[src/rtl/ctrl_pkg.sv]
// Shared opcode/funct constants, ALUOp encodings and per-stage control bundle types
// for the pipelined MIPS control unit.
package ctrl_pkg;

    localparam logic [5:0] R_FORMAT = 6'h00;
    localparam logic [5:0] J        = 6'h02;
    localparam logic [5:0] JAL      = 6'h03;
    localparam logic [5:0] BEQ      = 6'h04;
    localparam logic [5:0] ADDIU    = 6'h09;
    localparam logic [5:0] LW       = 6'h23;
    localparam logic [5:0] SW       = 6'h2b;

    localparam logic [5:0] MULTU    = 6'h19;
    localparam logic [5:0] MFHI     = 6'h10;
    localparam logic [5:0] MFLO     = 6'h12;

    localparam logic [1:0] ALUOP_ADD   = 2'b00;
    localparam logic [1:0] ALUOP_SUB   = 2'b01;
    localparam logic [1:0] ALUOP_FUNCT = 2'b10;

    typedef struct packed {
        logic       reg_dst;
        logic       alu_src;
        logic [1:0] alu_op;
        logic       mem_read;
        logic       mem_write;
        logic       reg_write;
        logic       mem_to_reg;
        logic       jal;
    } ctrl_bundle_t;

    // Narrower bundles: only the fields still consumed downstream are carried on.
    typedef struct packed {
        logic mem_read;
        logic mem_write;
        logic reg_write;
        logic mem_to_reg;
        logic jal;
    } mem_ctrl_t;

    typedef struct packed {
        logic reg_write;
        logic mem_to_reg;
        logic jal;
    } wb_ctrl_t;

endpackage

[src/rtl/ctrl_decode.sv]
// Pure combinational opcode/funct decoder producing the control bundle,
// jump/branch flags, the rt-as-source flag and an undecodable flag.
module ctrl_decode
    import ctrl_pkg::*;
#(
    parameter int OPCODE_W = 6,
    parameter int FUNCT_W  = 6
) (
    input  logic [OPCODE_W-1:0] opcode,
    input  logic [FUNCT_W-1:0]  funct,
    output ctrl_bundle_t        ctrl,
    output logic                jump,
    output logic                branch,
    output logic                uses_rt,
    output logic                undecodable
);

    always_comb begin
        ctrl        = '0;
        jump        = 1'b0;
        branch      = 1'b0;
        uses_rt     = 1'b0;
        undecodable = 1'b0;
        case (opcode)
            OPCODE_W'(R_FORMAT): begin
                ctrl.reg_dst   = 1'b1;
                ctrl.alu_op    = ALUOP_FUNCT;
                // multu only writes HI/LO, never the register file
                ctrl.reg_write = (funct != FUNCT_W'(MULTU));
                uses_rt        = 1'b1;
            end
            OPCODE_W'(LW): begin
                ctrl.alu_src    = 1'b1;
                ctrl.mem_to_reg = 1'b1;
                ctrl.reg_write  = 1'b1;
                ctrl.mem_read   = 1'b1;
                ctrl.alu_op     = ALUOP_ADD;
            end
            OPCODE_W'(SW): begin
                ctrl.alu_src   = 1'b1;
                ctrl.mem_write = 1'b1;
                ctrl.alu_op    = ALUOP_ADD;
                uses_rt        = 1'b1;
            end
            OPCODE_W'(BEQ): begin
                branch      = 1'b1;
                ctrl.alu_op = ALUOP_SUB;
                uses_rt     = 1'b1;
            end
            OPCODE_W'(ADDIU): begin
                ctrl.alu_src   = 1'b1;
                ctrl.reg_write = 1'b1;
                ctrl.alu_op    = ALUOP_ADD;
            end
            OPCODE_W'(J): begin
                jump = 1'b1;
            end
            OPCODE_W'(JAL): begin
                jump           = 1'b1;
                ctrl.reg_write = 1'b1;
                ctrl.jal       = 1'b1;
            end
            default: begin
                undecodable = 1'b1;
            end
        endcase
    end

endmodule

[src/rtl/control_pipeline.sv]
// Pipelined control unit: ID decode, ID/EX/MEM/WB control registers, load-use stall
// and flush handling. Define CTRL_MUL_INTERLOCK_EN to add the multu HI/LO busy interlock.
module control_pipeline
    import ctrl_pkg::*;
#(
    parameter int OPCODE_W = 6,
    parameter int FUNCT_W  = 6,
    parameter int REG_W    = 5,
    parameter int ALUOP_W  = 2,
    parameter int LINK_REG = 31,
    parameter int MUL_LAT  = 4
) (
    input  logic                clk,
    input  logic                rst,
    input  logic                id_valid,
    input  logic [OPCODE_W-1:0] id_opcode,
    input  logic [FUNCT_W-1:0]  id_funct,
    input  logic [REG_W-1:0]    id_rs,
    input  logic [REG_W-1:0]    id_rt,
    input  logic                flush_i,
    output logic                stall_o,
    output logic                id_jump,
    output logic                id_branch,
    output logic                illegal_o,
    output logic                ex_reg_dst,
    output logic                ex_alu_src,
    output logic                ex_jal,
    output logic [ALUOP_W-1:0]  ex_alu_op,
    output logic                ex_mem_read,
    output logic                ex_mem_write,
    output logic                mem_mem_read,
    output logic                mem_mem_write,
    output logic                wb_reg_write,
    output logic                wb_mem_to_reg,
    output logic                wb_jal
);

    ctrl_bundle_t     dec_ctrl;
    logic             dec_jump;
    logic             dec_branch;
    logic             dec_uses_rt;
    logic             dec_undecodable;

    ctrl_bundle_t     ex_bundle_reg;
    logic [REG_W-1:0] ex_dest_reg;
    mem_ctrl_t        mem_bundle_reg;
    wb_ctrl_t         wb_bundle_reg;

    logic             load_use;
    logic             mul_stall;
    logic             inject_bubble;

    ctrl_decode #(
        .OPCODE_W (OPCODE_W),
        .FUNCT_W  (FUNCT_W)
    ) u_decode (
        .opcode      (id_opcode),
        .funct       (id_funct),
        .ctrl        (dec_ctrl),
        .jump        (dec_jump),
        .branch      (dec_branch),
        .uses_rt     (dec_uses_rt),
        .undecodable (dec_undecodable)
    );

    assign illegal_o = id_valid & dec_undecodable;
    assign id_jump   = id_valid & dec_jump & ~flush_i;
    assign id_branch = id_valid & dec_branch & ~flush_i;

    // ex_dest_reg is only ever non-zero-meaningful for loads, whose destination is rt.
    assign load_use = id_valid & ex_bundle_reg.mem_read & (ex_dest_reg != '0) &
                      ((ex_dest_reg == id_rs) | ((ex_dest_reg == id_rt) & dec_uses_rt));

    // Flush beats any hazard: the squashed instruction need not wait.
    assign stall_o       = ~rst & ~flush_i & (load_use | mul_stall);
    assign inject_bubble = ~id_valid | flush_i | stall_o | illegal_o;

`ifdef CTRL_MUL_INTERLOCK_EN
    localparam int MUL_CNT_W = $clog2(MUL_LAT + 1);

    logic [MUL_CNT_W-1:0] mul_cnt_reg;
    logic [MUL_CNT_W-1:0] mul_cnt_next;
    logic                 id_is_multu;
    logic                 id_is_mfhilo;
    logic                 mul_busy;

    assign id_is_multu  = id_valid & (id_opcode == OPCODE_W'(R_FORMAT)) &
                          (id_funct == FUNCT_W'(MULTU));
    assign id_is_mfhilo = id_valid & (id_opcode == OPCODE_W'(R_FORMAT)) &
                          ((id_funct == FUNCT_W'(MFHI)) | (id_funct == FUNCT_W'(MFLO)));
    assign mul_busy     = (mul_cnt_reg != '0);
    assign mul_stall    = mul_busy & (id_is_mfhilo | id_is_multu);

    always_comb begin
        mul_cnt_next = mul_cnt_reg;
        if (id_is_multu & ~inject_bubble) begin
            mul_cnt_next = MUL_CNT_W'(MUL_LAT);
        end else if (mul_busy) begin
            mul_cnt_next = mul_cnt_reg - MUL_CNT_W'(1);
        end
    end

    always_ff @(posedge clk) begin
        if (rst) begin
            mul_cnt_reg <= '0;
        end else begin
            mul_cnt_reg <= mul_cnt_next;
        end
    end
`else
    logic [31:0] unused_mul_lat;

    assign unused_mul_lat = MUL_LAT;
    assign mul_stall      = 1'b0;
`endif

    always_ff @(posedge clk) begin
        if (rst) begin
            ex_bundle_reg  <= '0;
            ex_dest_reg    <= '0;
            mem_bundle_reg <= '0;
            wb_bundle_reg  <= '0;
        end else begin
            if (inject_bubble) begin
                ex_bundle_reg <= '0;
                ex_dest_reg   <= '0;
            end else begin
                ex_bundle_reg <= dec_ctrl;
                ex_dest_reg   <= dec_ctrl.jal ? REG_W'(LINK_REG) : id_rt;
            end
            mem_bundle_reg.mem_read   <= ex_bundle_reg.mem_read;
            mem_bundle_reg.mem_write  <= ex_bundle_reg.mem_write;
            mem_bundle_reg.reg_write  <= ex_bundle_reg.reg_write;
            mem_bundle_reg.mem_to_reg <= ex_bundle_reg.mem_to_reg;
            mem_bundle_reg.jal        <= ex_bundle_reg.jal;
            wb_bundle_reg.reg_write   <= mem_bundle_reg.reg_write;
            wb_bundle_reg.mem_to_reg  <= mem_bundle_reg.mem_to_reg;
            wb_bundle_reg.jal         <= mem_bundle_reg.jal;
        end
    end

    assign ex_reg_dst    = ex_bundle_reg.reg_dst;
    assign ex_alu_src    = ex_bundle_reg.alu_src;
    assign ex_jal        = ex_bundle_reg.jal;
    assign ex_alu_op     = ALUOP_W'(ex_bundle_reg.alu_op);
    assign ex_mem_read   = ex_bundle_reg.mem_read;
    assign ex_mem_write  = ex_bundle_reg.mem_write;
    assign mem_mem_read  = mem_bundle_reg.mem_read;
    assign mem_mem_write = mem_bundle_reg.mem_write;
    assign wb_reg_write  = wb_bundle_reg.reg_write;
    assign wb_mem_to_reg = wb_bundle_reg.mem_to_reg;
    assign wb_jal        = wb_bundle_reg.jal;

endmodule

[config.mk]
export PLATFORM = sky130hd
export DESIGN_NAME = control_pipeline
export DESIGN_NICKNAME = d
export VERILOG_FILES = /design/src/rtl/ctrl_pkg.sv /design/src/rtl/ctrl_decode.sv /design/src/rtl/control_pipeline.sv
export SDC_FILE = /design/constraint.sdc
export NUM_CORES = 1
export LEC_CHECK = 0
export ABC_AREA = 1
export CAP_MARGIN = 25
export CORE_UTILIZATION = 33
export CTS_CLUSTER_DIAMETER = 100
export CTS_CLUSTER_SIZE = 12
export DETAILED_ROUTE_END_ITERATION = 10
export PLACE_DENSITY = 0.63
export SYNTH_ARGS = -nofsm -noshare
export SYNTH_HDL_FRONTEND = slang
export SYNTH_SLANG_ARGS = --single-unit
[constraint.sdc]
create_clock -name clk -period 1.7 [get_ports clk]
set_clock_uncertainty 0.1 [all_clocks]
set_input_delay 0.34 -clock clk [delete_from_list [all_inputs] [get_ports clk]]
set_output_delay 0.34 -clock clk [all_outputs]
set_load 0.01 [all_outputs]
## Word level (Yosys, flattened, before mapping)

Index checks and enable logic that the tools add are counted.

| word-level totals | value |
|---|---|
| flip-flop bits (word level) | 20 |
| bits in latches | 0 |
| bits in writable memories | 0 |
| ROM bits | 0 |
| word-level logic and storage cells | 62 |
| memories kept | 0 |

| cells by class | value |
|---|---|
| add/subtract/negate cells | 0 |
| multiply operators | 0 |
| div/mod/pow operators | 0 |
| order comparisons | 0 |
| eq/ne operators | 9 |
| shift operators | 0 |
| mux-type cells | 12 |
| bitwise logic cells | 18 |
| reductions and logical operators | 8 |

Operators by type and width:

| kind | count |
|---|---|
| equality test 6 x 2 -> 1 bit, second input constant | 2 |
| equality test 6 bit, second input constant | 2 |
| bitwise AND 1 bit | 11 |
| equality test 5 bit | 2 |
| 2-to-1 mux 1 bit | 9 |
| OR reduction 3 bit | 3 |
| OR reduction 7 bit | 1 |
| equality test 6 x 3 -> 1 bit, second input constant | 1 |
| equality test 6 x 4 -> 1 bit, second input constant | 1 |
| logical NOT 6 bit | 1 |
| inequality test 6 x 5 -> 1 bit, second input constant | 1 |
| 2-to-1 mux 5 bit | 1 |
| nonzero test 5 bit | 1 |
| bitwise OR 1 bit | 4 |
| one-hot mux 2 bit (2 select lines) | 1 |
| OR reduction 2 bit | 2 |
| inverter 1 bit | 3 |
| one-hot mux 1 bit (2 select lines) | 1 |

## Depth between registers and ports, before layout

Gate-level depths: netlist of the first run.

| logic depth | value |
|---|---|
| depth after elaboration | 10 |
| depth in mapped cells | 10 |
| depth with buffers taken out | 9 |

## By module

From an unflattened synthesis of the first run, not the netlist that was laid out.

| unflattened totals | value |
|---|---|
| cell total of the unflattened synthesis | 176 |
| area, all modules | 1149.9 um^2 |

Modules (own cells, without submodules):

| module | instances | cells an instance | area each (um^2) | sequential area each (um^2) |
|---|---|---|---|---|
| control_pipeline | 1 | 135 | 958.4 | 440.4 |
| ctrl_decode | 1 | 41 | 191.4 | 0.0 |

## Least setup slack after synthesis of the first run

No wires, ideal clock.

| timing path | value |
|---|---|
| kind | input to output |
| start | input port id_opcode[0] |
| end | output port illegal_o |
| arrival | 1091 ps |
| path slack | 169 ps |
| cell stages on the path | 7 |
| buffers on the path | 0 |
| cell sequence | nand2_1 -> inv_1 -> nand3_1 -> nand2_1 -> nor2_1 -> inv_1 -> nor3_1 |

| on the way | value |
|---|---|
| cells in the longest elaborated chain, start to end | 4 |
| elaborated cells between the ends (all ways) | 10 |

RTL lines:

| element | RTL line | text |
|---|---|---|
| start, declared | control_pipeline.sv:16 | `input logic [OPCODE_W-1:0] id_opcode,` |
| equality test 6 x 2 -> 1 bit (tied with other cells) | ctrl_decode.sv:24 | `case (opcode)` |
| OR reduction 7 bit (no source line) * | - |  |
| 2-to-1 mux 1 bit * | ctrl_decode.sv:24 |  |
| bitwise AND 1 bit * | control_pipeline.sv:66 | `assign illegal_o = id_valid & dec_undecodable;` |
| end, declared | control_pipeline.sv:24 | `output logic illegal_o,` |

Every way passes the cells marked *; elsewhere a longest branch is shown, timed or not.

## Final worst setup path of the first run

| timing path | value |
|---|---|
| start | register ex_dest_reg[1] |
| end | output port stall_o |

| on the way | value |
|---|---|
| cells in the longest elaborated chain, start to end | 5 |
| elaborated cells between the ends (all ways) | 8 |

RTL lines:

| element | RTL line | text |
|---|---|---|
| start, declared | control_pipeline.sv:45 | `logic [REG_W-1:0] ex_dest_reg;` |
| start signal, assigned | control_pipeline.sv:129 | `ex_dest_reg <= dec_ctrl.jal ? REG_W'(LINK_REG) : id_rt;` |
| equality test 5 bit | control_pipeline.sv:72 | `((ex_dest_reg == id_rs) \| ((ex_dest_reg == id_rt) & dec_uses_rt));` |
| bitwise AND 1 bit | control_pipeline.sv:72 |  |
| bitwise OR 1 bit | control_pipeline.sv:72 |  |
| bitwise AND 1 bit * | control_pipeline.sv:71 | `assign load_use = id_valid & ex_bundle_reg.mem_read & (ex_dest_reg != '0) &` |
| bitwise AND 1 bit * | control_pipeline.sv:75 | `assign stall_o = ~rst & ~flush_i & (load_use \| mul_stall);` |
| end, declared | control_pipeline.sv:21 | `output logic stall_o,` |

Marks and branches as above.

==> results of run 1 <==
-- power breakdown --
group / internal (mW) / switching (mW) / total, mW
logic: 0.0914 / 0.0801 / 0.171
clock network: 0.0827 / 0.142 / 0.224
registers: 0.470 / 0.00282 / 0.473
total: 0.644 / 0.224 / 0.869
-- worst max-delay path by stage --
stage | from | endpoint | slack [ns] | cells after the start
final | ex_dest_reg[1] | stall_o | -0.14 | 9
after global routing | ex_dest_reg[0] | stall_o | -0.23 | 9
after CTS | ex_dest_reg[1] | stall_o | -0.1 | 9
after detailed placement | id_opcode[3] | stall_o | -0.85 | 10
after global placement | id_opcode[3] | stall_o | -0.81 | 10
after floorplan | id_opcode[0] | illegal_o | 0.17 | 7
-- tightest hold or removal path, cell delays in order (launching register included) --
cell and delay, ns:
dfxtp_1 0.31, inv_1 0.04, nor2_1 0.03
-- logic make-up after synthesis --
kind of cell / after synthesis / share of synthesized area, %
buffers and inverters: 40 / 16.6
AO/OA/AOI/OAI: 4 / 2.38
flip-flops: 20 / 40.2
AND/OR/NAND/NOR: 85 / 37.4
XOR/XNOR: 4 / 3.51
-- routing by layer --
layer / share of wire [%] / GRT usage [%]
met1: 42 / 19.9
met2: 51 / 32.9
met3: 4.4 / 3.63
met4: 2.5 / 9.06
met5: 0 / 0
-- cells in the final DEF (no fill, tap or decap), types with 3 or more instances in the layout --
master,synthesis,final
inv_1,36,30
clkdlybuf4s50_1,0,18
dlygate4sd2_1,0,13
inv_2,0,6
buf_4,2,31
dfxtp_2,0,3
clkbuf_4,0,3
nor2_4,1,4
nor2_1,35,29
nand3_1,8,7
nor2_2,4,7
dfxtp_1,20,16
nand2_2,1,5
buf_2,0,7
nand2_1,29,24
-- repair_timing --
| action | in CTS | in global routing |
|---|---|---|
| hold endpoints to repair | 0 | 0 |
| resized for setup | 64 | 21 |
| buffers inserted | 6 | 1 |
| endpoints found under the setup margin | 18 | 17 |
| pin swaps | 16 | 7 |
| hold buffers | 0 | 0 |
-- area by class of cell --
class | instances | area, sq um | area share [%]
Clock buffer | 3 | 22.5 | 1.33
Multi-Input combinational cell | 93 | 512 | 30.3
Timing Repair Buffer | 71 | 572 | 33.9
Inverter | 36 | 135 | 8.01
Sequential cell | 20 | 408 | 24.2
Tap cell | 31 | 38.8 | 2.30
-- through the flow --
step	setup slack [ns]	util, %	std cells	setup TNS, ns	cell area [sq um]
2_1_floorplan	0.169	-	153	0	997
3_3_place_gp	-0.809	56.6	244	-8.60	1590
3_5_place_dp	-0.849	56.6	244	-9.39	1590
4_1_cts	-0.0962	58.1	253	-0.0962	1630
5_1_grt	-0.230	60.2	254	-0.230	1690
6_report	-0.137	60.2	254	-0.137	1690
==> impl_results.md, run 1 <==
- Nature of the critical path startpoint: flop
- Category of the worst setup path capture point: primary output
- Top cell type's share of synthesized area: 40.2%
- Worst-path cell chain: inv_2 > nand2_1 > nand2_1 > nor2_2 > nand2_1 > o21ai_2 > nand2_2 > inv_1 > buf_2
- Final setup violation count: 1
- Number of enable-type register cells in the synthesized netlist: 0
- Post-Route WL: approximately 2.7 mm
- Total number of vias: 1118
- Standard-cell row count: 19
- Commonest cells post-synth: inv_1, nor2_1, nand2_1
- DPL Wire Length: 1.99 mm
- Number of synthesized register bits: 20
- VDD IR max: 0.251 mV
- Number of max-slew violations in the final report: 0
- Period utilisation layout: 108%
- Peak clock frequency supported by timing: approximately 540 MHz
- Violations in the final reports: DRC, setup timing
- Hold Path End: wb_jal
- Final worst-path setup slack: -0.137 ns
- Synthesized netlist cell count: 153
- Post-DR wirelength/cell: 10.5 um
- RSZ-0062 raised after global routing: yes
- Ys flop type: dfxtp_1
- Cell mode on critical path: nand2_1
- Clock slew at the register clock pins of the worst setup and hold paths: between 0.1 and 0.15 ns
- Net count of the mapped netlist: between 150 and 200
- Count of yosys warnings during synthesis: 0
- Number of global-route vias before repair: 1183
- Max FFs per register: 5
- Pwr dens: just over 500 mW/mm^2
- Most common cell in the netlist: inv_1
- Count of nets after finishing: 251
- Number of cells on the worst reg-to-reg path: 11
- Origin of the worst min-delay path: mem_bundle_reg[0]
- Number of antenna violations at the first check in global routing: 0
- Iteration-0 DRC count of the detailed router: 23
- Final antenna-violating net count: 0
- Worst reg2reg setup slack: about 0.13 ns
- Die height: 57.0 um
- Critical R2R Capture: ex_alu_op[1]
- Leading area contributor after synthesis: dfxtp_1
- Share of async-settable or async-resettable flops after synthesis: 0%
- Count of final hold-check violations: 0
- Cell at the root of the clock tree: clkbuf_4
- Sum of overflow across all layers after global routing: 0
- Transition time at the pin with the least slew margin: 0.250 ns
- Core region area: 0.00281 sq mm
- Kind of cell adding the most delay to the critical path: simple AND/OR/NAND/NOR gates
- Max-cap violation count: 0
- Result of the run: complete, but fails checks
- Via-per-instance ratio: between 4 and 5
- Worst flop-to-flop path startpoint: ex_dest_reg[1]
- Total of fill cells in the finished design: 287
- Clock tree sinks: 20
- Detailed-router iteration count before antenna repair: 7
- Number of buffers on the longest clock path: 2
- Largest net degree at the start of global routing: 14
- TritonCTS clock tree: yes
- TritonCTS buffer count: 3
- Time the final worst path needs with I/O delays and setup: 1.84 ns
- LEAKAGE: 0.848 nW
- Residual DRC count: 6
- Count of pins on the block boundary: 42
- Min-Delay Path Class: flop to flop
- Synth Area per Inst: 6.52 sq um
- Final estimated routing congestion in global placement: between 0.8 and 0.9
- Buffers on Ports: 41
- Biggest fanout along the worst timing path: 3
- Required time at the endpoint of the critical path: 1.26 ns
- Number of cells traversed by the worst hold path: 2
- Starting Density: between 30% and 40%
- Cell with the largest stage delay on the worst path: dfxtp_2
- CTS H-tree depth: 1
- Area Overhead vs Synth: 69.3%
- Post-synth cell types: 22
- Total buffers and inverters traversed by the critical path: 3
- Worst slew margin: 83.2%
- Overall power of the completed layout: 869 uW
- Worst hold slack after final layout: about 0.30 ns
- Synthesized cell area: 997 sq um
- Die X: 57.0 um
- Fraction of final layout cells sized beyond drive strength 1: 34.5%
- Overall routing resource usage: 18.1%
- Share of synthesized area occupied by flip-flops and latches: 40.2%
- Biggest area contributors in the synthesized netlist: dfxtp_1, inv_1, nor2_1, nand2_1, nand3_1
- Clock latency on the worst-skew pair: 0.30 ns
- Wire length of the first global-routing pass: 4.61 mm
- Worst Path Arrival: 1.40 ns
- Die area: 0.00325 sq mm
- Path type of the worst setup path: flop to primary output
- Number of diodes added for antenna fixing: 0
- CP max stage delay: 0.37 ns
(Power assumes the default switching activity.)
==> inputs of run 2 (changes only) <==
--- a/config.mk
+++ b/config.mk
@@ -7,6 +7,7 @@
 export LEC_CHECK = 0
 export ABC_AREA = 1
 export CAP_MARGIN = 25
+export CORE_MARGIN = 2
 export CORE_UTILIZATION = 33
 export CTS_CLUSTER_DIAMETER = 100
 export CTS_CLUSTER_SIZE = 12
==> constraint.sdc (replaced) <==
create_clock -name clk -period 2.4 [get_ports clk]
set_clock_uncertainty 0.1 [all_clocks]
set_input_delay 0.48 -clock clk [delete_from_list [all_inputs] [get_ports clk]]
set_output_delay 0.48 -clock clk [all_outputs]
set_load 0.01 [all_outputs]
==> run 2 against run 1 <==
The run ends with DRC left. Sequential share of layout area decreased by 0.29 points. Flip-flop and latch count unchanged. Utilization decreased by 0.40 points. Die area increased by 7.1%. Hold slack improved by 0.0077 ns. Largest cell class unchanged.
==> impl_results.md, run 2 (synthesis results as in run 1) <==
- Buffers on Ports: slightly above 40
- TritonCTS buffer count: 3
- Area of the multi-input gates: 465 sq um
- Hold Path End: wb_reg_write
- VDD IR max: 0.167 mV
- Crit. Startpoint: id_valid
- Dpl cell area: roughly 0.0016 sq mm
- Starting Density: 35.5%
- Final design area excluding fillers: between 0.0015 and 0.002 sq mm
- Worst-path cell chain: clkdlybuf4s50_1 > inv_1 > nor2_1 > inv_1 > or2_4 > nor2_4 > nand2_2 > inv_1 > clkbuf_2
- Number of hold buffers added after CTS: 0
- Number of global-route vias before repair: 987
- Origin of the worst min-delay path: mem_bundle_reg[2]
- CP max stage delay: 0.48 ns
- Nature of the critical path startpoint: input pin
- Clock slew at the register clock pins of the worst setup and hold paths: roughly 0.1 ns
- Worst slew margin: 78.1%
- Cell at the root of the clock tree: clkbuf_4
- Via-per-instance ratio: approximately 4.3
- Number of antenna violations at the first check in global routing: 0
- Pwr dens: 364 mW/mm^2
- Post-Route WL: 2.45 mm
- Iteration-0 DRC count of the detailed router: 26
- Overall power of the completed layout: 611 uW
- Largest net degree at the start of global routing: 14
- Min-Delay Path Class: flop to flop
- Worst flop-to-flop path startpoint: ex_dest_reg[0]
- Count of pins on the block boundary: 42
- Count of nets after finishing: 247
- Worst reg2reg setup slack: 0.83 ns
- Core region area: approximately 0.0028 sq mm
- Residual DRC count: 4
- Most frequent standard cell in the layout excluding fill and tap cells: inv_1
- Most frequent cells in the layout: inv_1, nor2_1, clkdlybuf4s50_1
- Post-DR wirelength/cell: 9.79 um
- Number of buffers on the longest clock path: 2
- CTS H-tree depth: 1
- Critical R2R Capture: ex_dest_reg[1]
- Cell with the largest stage delay on the worst path: clkdlybuf4s50_1
- Max FFs per register: 5
- Time the final worst path needs with I/O delays and setup: 2.30 ns
- Die X: 59.0 um
- Violations in the final reports: DRC
- DPL Wire Length: 2.00 mm
- Overall routing resource usage: roughly 15%
- LEAKAGE: 0.889 nW
- Worst hold slack after final layout: 0.307 ns
- Detailed-router iteration count before antenna repair: 7
- Cell mode on critical path: inv_1
- Total number of vias: about 1100
- Final setup violation count: 0
- Kind of cell adding the most delay to the critical path: buffers and inverters
- Path type of the worst setup path: input pin to primary output
- Wire length of the first global-routing pass: 3.91 mm
- Standard-cell row count: 19
- Peak clock frequency supported by timing: 435 MHz
- Number of diodes added for antenna fixing: 0
- Die area: approximately 0.0035 sq mm
- Required time at the endpoint of the critical path: between 1.5 and 2 ns
- Clock tree sinks: 20
- Total buffers and inverters traversed by the critical path: 5
- Category of the worst setup path capture point: primary output
- Number of cells traversed by the worst hold path: 2
- Biggest fanout along the worst timing path: 2
- Clock latency on the worst-skew pair: 0.29 ns
- Number of max-slew violations in the final report: 0
- Worst Path Arrival: 1.72 ns
- Total of fill cells in the finished design: 282
- Die height: 59.0 um
- Sum of overflow across all layers after global routing: 0
- Period utilisation layout: 95.7%
- Number of cells on the worst reg-to-reg path: 10
- Transition time at the pin with the least slew margin: about 0.32 ns
- Final estimated routing congestion in global placement: 0.809
- Max-cap violation count: 0
- Fraction of final layout cells sized beyond drive strength 1: 22.4%
- RSZ-0062 raised after global routing: no
- Area Overhead vs Synth: 68.1%
- Count of final hold-check violations: 0
- Final antenna-violating net count: 0
- Register cell area after layout: 400 sq um
- TritonCTS clock tree: yes
- Result of the run: complete, but fails checks
==> run 2: stage by stage <==
stage	util (%)	TNS, ns	instances	setup WS [ns]
finish	59.8	0	250	0.104
global route	59.8	0	250	0.00631
CTS	56.9	-0.344	245	-0.184
detailed placement	56.1	-1.15	242	-0.432
global placement	56.1	-1.13	242	-0.392
floorplan	-	0	153	0.589
==> run 2: layout make-up <==
class | count | area share, %
inverter | 36 | 8.06
sequential | 20 | 23.9
clock buffer | 3 | 1.34
multi-input combinational | 93 | 27.8
tap | 31 | 2.31
timing repair buffer | 67 | 36.6
==> run 2: repair_timing <==
action	4_1_cts	5_1_grt
buffers inserted	0	5
setup endpoints to repair	4	3
resized for setup	8	19
pin swaps	1	6
==> run 2: power by group <==
part / switching [mW] / internal, mW
Combinational: 0.0521 / 0.0738
Sequential: 0.00196 / 0.334
Clock: 0.0907 / 0.0583
Total: 0.145 / 0.466
==> run 2: layer usage <==
metal  track usage, %  vias to the layer above  share of wire (%)
met1             16.9                      464                 42
li1                 -                      579                  -
met5                0                        -                  0
met3             1.75                        4                5.1
met2             27.0                       29                 51
met4             5.19                        0                1.5
==> run 2: worst max path at each step <==
| stage | cells after the start | slack, ns | endpoint |
|---|---|---|---|
| after global routing | 10 | 0.006 | stall_o |
| after global placement | 9 | -0.39 | illegal_o |
| after floorplan | 7 | 0.59 | illegal_o |
| final | 9 | 0.10 | stall_o |
| after detailed placement | 9 | -0.43 | stall_o |
| after CTS | 6 | -0.18 | id_jump |
==> run 2: tightest hold or removal path, cell delays in order, from the launching register on <==
cell and delay (ns):
dfxtp_1 0.31, inv_1 0.04, nor2_1 0.03
==> inputs of run 3 (changes only) <==
--- a/config.mk
+++ b/config.mk
@@ -7,7 +7,7 @@
 export LEC_CHECK = 0
 export ABC_AREA = 1
 export CAP_MARGIN = 25
-export CORE_MARGIN = 2
+export CORE_MARGIN = 5
 export CORE_UTILIZATION = 33
 export CTS_CLUSTER_DIAMETER = 100
 export CTS_CLUSTER_SIZE = 12
==> run 3 against run 2 <==
The flow now finishes without violations. Flip-flop and latch count unchanged. Combinational power down 8%. Global-route usage down 2.4 points. Non-clock buffer count down 5. Sequential power about the same. Die area up 21%. Register-to-register slack worse by 0.03 ns. Clock-buffer cell count unchanged. Utilization down 4.8 points. Critical endpoint unchanged. Largest cell class unchanged. Largest power group unchanged.
==> impl_results.md, run 3 (synthesis results as in run 1) <==
- Clock tree sinks: 20
- Number of diodes added for antenna fixing: 0
- Required time at the endpoint of the critical path: between 1.5 and 2 ns
- Worst Path Arrival: about 1.7 ns
- Area Overhead vs Synth: 64.1%
- Via-per-instance ratio: 4.24
- VDD IR max: 0.216 mV
- CTS H-tree depth: 1
- Starting Density: about a third
- Wire length of the first global-routing pass: between 3 and 4 mm
- Residual DRC count: 0
- Number of antenna violations at the first check in global routing: 0
- Largest net degree at the start of global routing: 14
- Clock latency on the worst-skew pair: 0.30 ns
- Count of nets after finishing: 242
- Period utilisation layout: 95.3%
- Biggest fanout along the worst timing path: 2
- Overall power of the completed layout: 724 uW
- Worst hold slack after final layout: 0.313 ns
- Die height: 65.0 um
- Final antenna-violating net count: 0
- Number of max-slew violations in the final report: 0
- Peak clock frequency supported by timing: 437 MHz
- Max-cap violation count: 0
- Count of final hold-check violations: 0
- TritonCTS buffer count: 3
- Clock slew at the register clock pins of the worst setup and hold paths: 0.11 ns
- Post-Route WL: 2.47 mm
- Iteration-0 DRC count of the detailed router: 38
- Count of pins on the block boundary: 42
- Die area: 0.00422 sq mm
- Final design area excluding fillers: 0.00164 sq mm
- Most frequent standard cell in the layout excluding fill and tap cells: inv_1
- Total number of vias: 1052
- Overall routing resource usage: around an eighth
- Final setup violation count: 0
- Cell at the root of the clock tree: clkbuf_4
- Detailed-router iteration count before antenna repair: 4
- Worst slew margin: 81.3%
- Total negative slack: 0 ns
- Nature of the critical path startpoint: input pin
- Standard-cell row count: 20
- Core region area: 0.00298 sq mm
- Most frequent cells in the layout: inv_1, nor2_1, clkdlybuf4s50_1
- Transition time at the pin with the least slew margin: about 0.28 ns
- Number of buffers on the longest clock path: 2
- Post-DR wirelength/cell: just under 10 um
- Category of the worst setup path capture point: primary output
- TritonCTS clock tree: yes
- Die X: 65.0 um
- Buffers on Ports: 41
- Min-Delay Path Class: flop to flop
- Sum of overflow across all layers after global routing: 0
- Fraction of final layout cells sized beyond drive strength 1: 19.1%
- Path type of the worst setup path: input pin to primary output
- Dpl cell area: 0.00157 sq mm
- Result of the run: finished clean
- RSZ-0062 raised after global routing: no
- LEAKAGE: 0.844 nW
- Time the final worst path needs with I/O delays and setup: 2.29 ns
- Max FFs per register: 5
- Pwr dens: around 440 mW/mm^2
- Final estimated routing congestion in global placement: 0.881
- DPL Wire Length: ~2.0 mm
- Number of global-route vias before repair: 989
==> run 3: worst max-delay path, stage by stage <==
cell and delay, ns:
clkdlybuf4s50_1 0.42, nor2_1 0.10, inv_1 0.06, or2_2 0.28, nor2_1 0.12, nand2_1 0.08, inv_1 0.05, buf_2 0.12
==> run 3: where the power goes <==
part	switching [mW]	internal (mW)	leakage, nW	total [mW]
logic	0.0486	0.0670	0.655	0.116
clock network	0.103	0.169	0.0279	0.272
registers	0.00190	0.334	0.161	0.336
==> run 3: per-stage QoR <==
stage / setup slack [ns] / utilization [%] / instances
finish: 0.112 / 55.0 / 248
global route: 0.0253 / 55.0 / 248
CTS: 0.0376 / 54.0 / 247
detailed placement: -0.394 / 52.7 / 243
global placement: -0.381 / 52.7 / 243
floorplan: 0.589 / - / 153
==> run 3: final timing paths <==
check / endpoint / start / slack (ns) / cells past startpoint
max: stall_o / flush_i / 0.11 / 8
min reg2reg: wb_reg_write / mem_bundle_reg[2] / 0.31 / 2
max reg2reg: ex_dest_reg[1] / ex_dest_reg[4] / 0.80 / 10
min: wb_reg_write / mem_bundle_reg[2] / 0.31 / 2
==> run 3: cell type report <==
| class | count | area (sq um) |
|---|---|---|
| fillers | 298 | 1340 |
| well taps | 33 | 41.3 |
| clock inverters | 1 | 30.0 |
| clock buffers | 3 | 22.5 |
| flip-flops and latches | 20 | 400 |
| inverters | 36 | 135 |
| multi-input cells | 93 | 442 |
| repair buffers | 62 | 566 |
==> run 3: metal layers <==
layer	share of wire [%]	wire length (um)	vias to the layer above	GRT usage, %
met5	0	0	-	0
met4	1.7	42	0	5.54
met3	4.3	106	4	2.95
met2	50	1240	23	21.7
met1	44	1070	457	13.2
li1	-	-	568	-
==> run 3: timing repair <==
| action | 4_1_cts | 5_1_grt |
|---|---|---|
| hold buffers | 0 | 0 |
| pin swaps | 1 | 2 |
| buffers inserted | 0 | 1 |
| endpoints found under the setup margin | 4 | 3 |
| resized for setup | 13 | 8 |
| cloned | 0 | 0 |
==> edit (settings of run 1) <==
The parameter `ALUOP_W` goes from 2 to 4.
--- a/src/rtl/control_pipeline.sv
+++ b/src/rtl/control_pipeline.sv
@@ -6,7 +6,7 @@
     parameter int OPCODE_W = 6,
     parameter int FUNCT_W  = 6,
     parameter int REG_W    = 5,
-    parameter int ALUOP_W  = 2,
+    parameter int ALUOP_W  = 4,
     parameter int LINK_REG = 31,
     parameter int MUL_LAT  = 4
 ) (
Ports: changed (resized ex_alu_op); port bits go from 42 to 44. No check against the original RTL was run, so the function may have changed too.
==> edit against run 1 <==
  * The flow still finishes with violations (design-rule violations, negative setup slack)
  * Hold slack better by 0.013 ns
  * Die area up 1.8%
  * Sequential cell count unchanged
  * Worst setup slack better by 0.052 ns
  * Clock power up 22%
  * Maximum frequency up 2.9%
  * Design area up 0.37%
  * Power up 5.1%
  * Routed wire length down 3.9%
  * First-iteration DRC count up 8.7%
  * Core utilization down 0.28 points
  * Synthesized area up 1.9%
  * Critical endpoint unchanged
==> edit: results <==
[global_route]
grt_pass1_vias = 1016
grt_max_degree = 14
overflow = 0
antenna_found_initial = 0
grt.total_usage_pct = 15.9
grt_pass1_wl_mm = 4.05

[setup_path]
worstPathArrival_ns = 1.35
path_delay_family = "simple AND/OR/NAND/NOR gates"
crit_slowest_cell = "or2_4"
cp_slowest_stage_delay_ns = 0.26
cp_max_fo = 2

[hold_path]
min_path_type = "reg2reg"

[sta]
hold_viol = 0
tns_ns = -0.0856
setup_viol = 1
postLayoutSetupSlackWorst_ns = -0.0856

[clock_network]
insertion_delay_ns = 0.29
cts-root-buf = "clkbuf_4"
numCtsBuffers = 3
htree_num_levels = 1
clkTransAtPathRegs_ns = 0.11
cts_buffer_depth = 2

[final_layout]
drive_gt1_share_pct = 32.8
layout.nets = 256
final-instance-count-excl-fill = 260
diodes = 0
nFillCells = 277
final_cell_area_um2 = 1690
largest_register_ffs = 5

[logic_synthesis]
ys_types = 23
synthAdderAreaFrac_pct = 0
synth-compound-area-share_pct = 2.34
async_flop_share_pct = 0
yosys-top-cells-area = "dfxtp_1 39%, inv_1 13%, nor2_1 13%"
avgSynthCellArea_um2 = 6.51
ys_seq_area_share_pct = 39.4
synth_mux_area_share_pct = 0
ys.flop_type = "dfxtp_1"
yosysWarnings = 0
synthXorXnorAreaFrac_pct = 3.45
synth_common_cells = "36 x inv_1, 35 x nor2_1, 29 x nand2_1"

[placement]
dpl.hpwl_mm = 1.92
place_congestion = 0.765
placed_cells_incl_taps = 245
portBuffers = 41
post-place-ws_ns = -0.824
postPlaceCellArea_um2 = 1590

[status]
violations = "design-rule violations, negative setup slack"
status = "finished, violations left"

[power_and_ir_drop]
ir_drop_v = 0.000247
leakage_nw = 0.884

[detailed_routing]
routed_wirelength_mm = 2.56
drc = 2
dr.first_iter.drc_count = 25
firstDrtPassIters = 7
vias = 1101
-- edit: final cells by class --
| class | count | share of cell area, % |
|---|---|---|
| clock buffers | 4 | 2.14 |
| inverters | 36 | 7.98 |
| multi-input cells | 95 | 28.5 |
| flip-flops and latches | 20 | 24.0 |
| well taps | 31 | 2.29 |
| repair buffers | 74 | 35.1 |
-- edit: where the power goes --
part / internal (mW) / leakage [nW] / switching [mW]
sequential: 0.472 / 0.164 / 0.00255
clock: 0.130 / 0.0210 / 0.144
combinational: 0.0878 / 0.700 / 0.0767
-- edit: tightest hold or removal path: stages, from the launching register on --
cell     delay, ns
dfxtp_1       0.31
inv_1         0.04
nor2_1        0.03
-- edit: timing repair --
action	in CTS	in global routing
buffers inserted	10	1
pin swaps	19	4
endpoints found under the hold margin	0	0
gates resized for setup	69	7
setup endpoints to repair	17	16
-- edit: worst paths after layout --
path | startpoint | end | slack [ns] | cells past startpoint
setup reg to reg | ex_dest_reg[1] | ex_alu_op[1] | 0.16 | 11
hold reg to reg | mem_bundle_reg[2] | wb_reg_write | 0.31 | 2
hold / removal | mem_bundle_reg[2] | wb_reg_write | 0.31 | 2
setup / recovery | id_valid | stall_o | -0.09 | 9
-- edit: routing by layer --
| metal | share of wire, % | up-vias | track usage, % | wire, um |
|---|---|---|---|---|
| met1 | 45 | 481 | 17.9 | 1150 |
| met3 | 4.0 | 2 | 3.17 | 102 |
| met2 | 50 | 24 | 29.6 | 1280 |
| met5 | 0 | - | 0 | 0 |
| met4 | 1.1 | 0 | 5.23 | 29 |
| li1 | - | 594 | - | - |
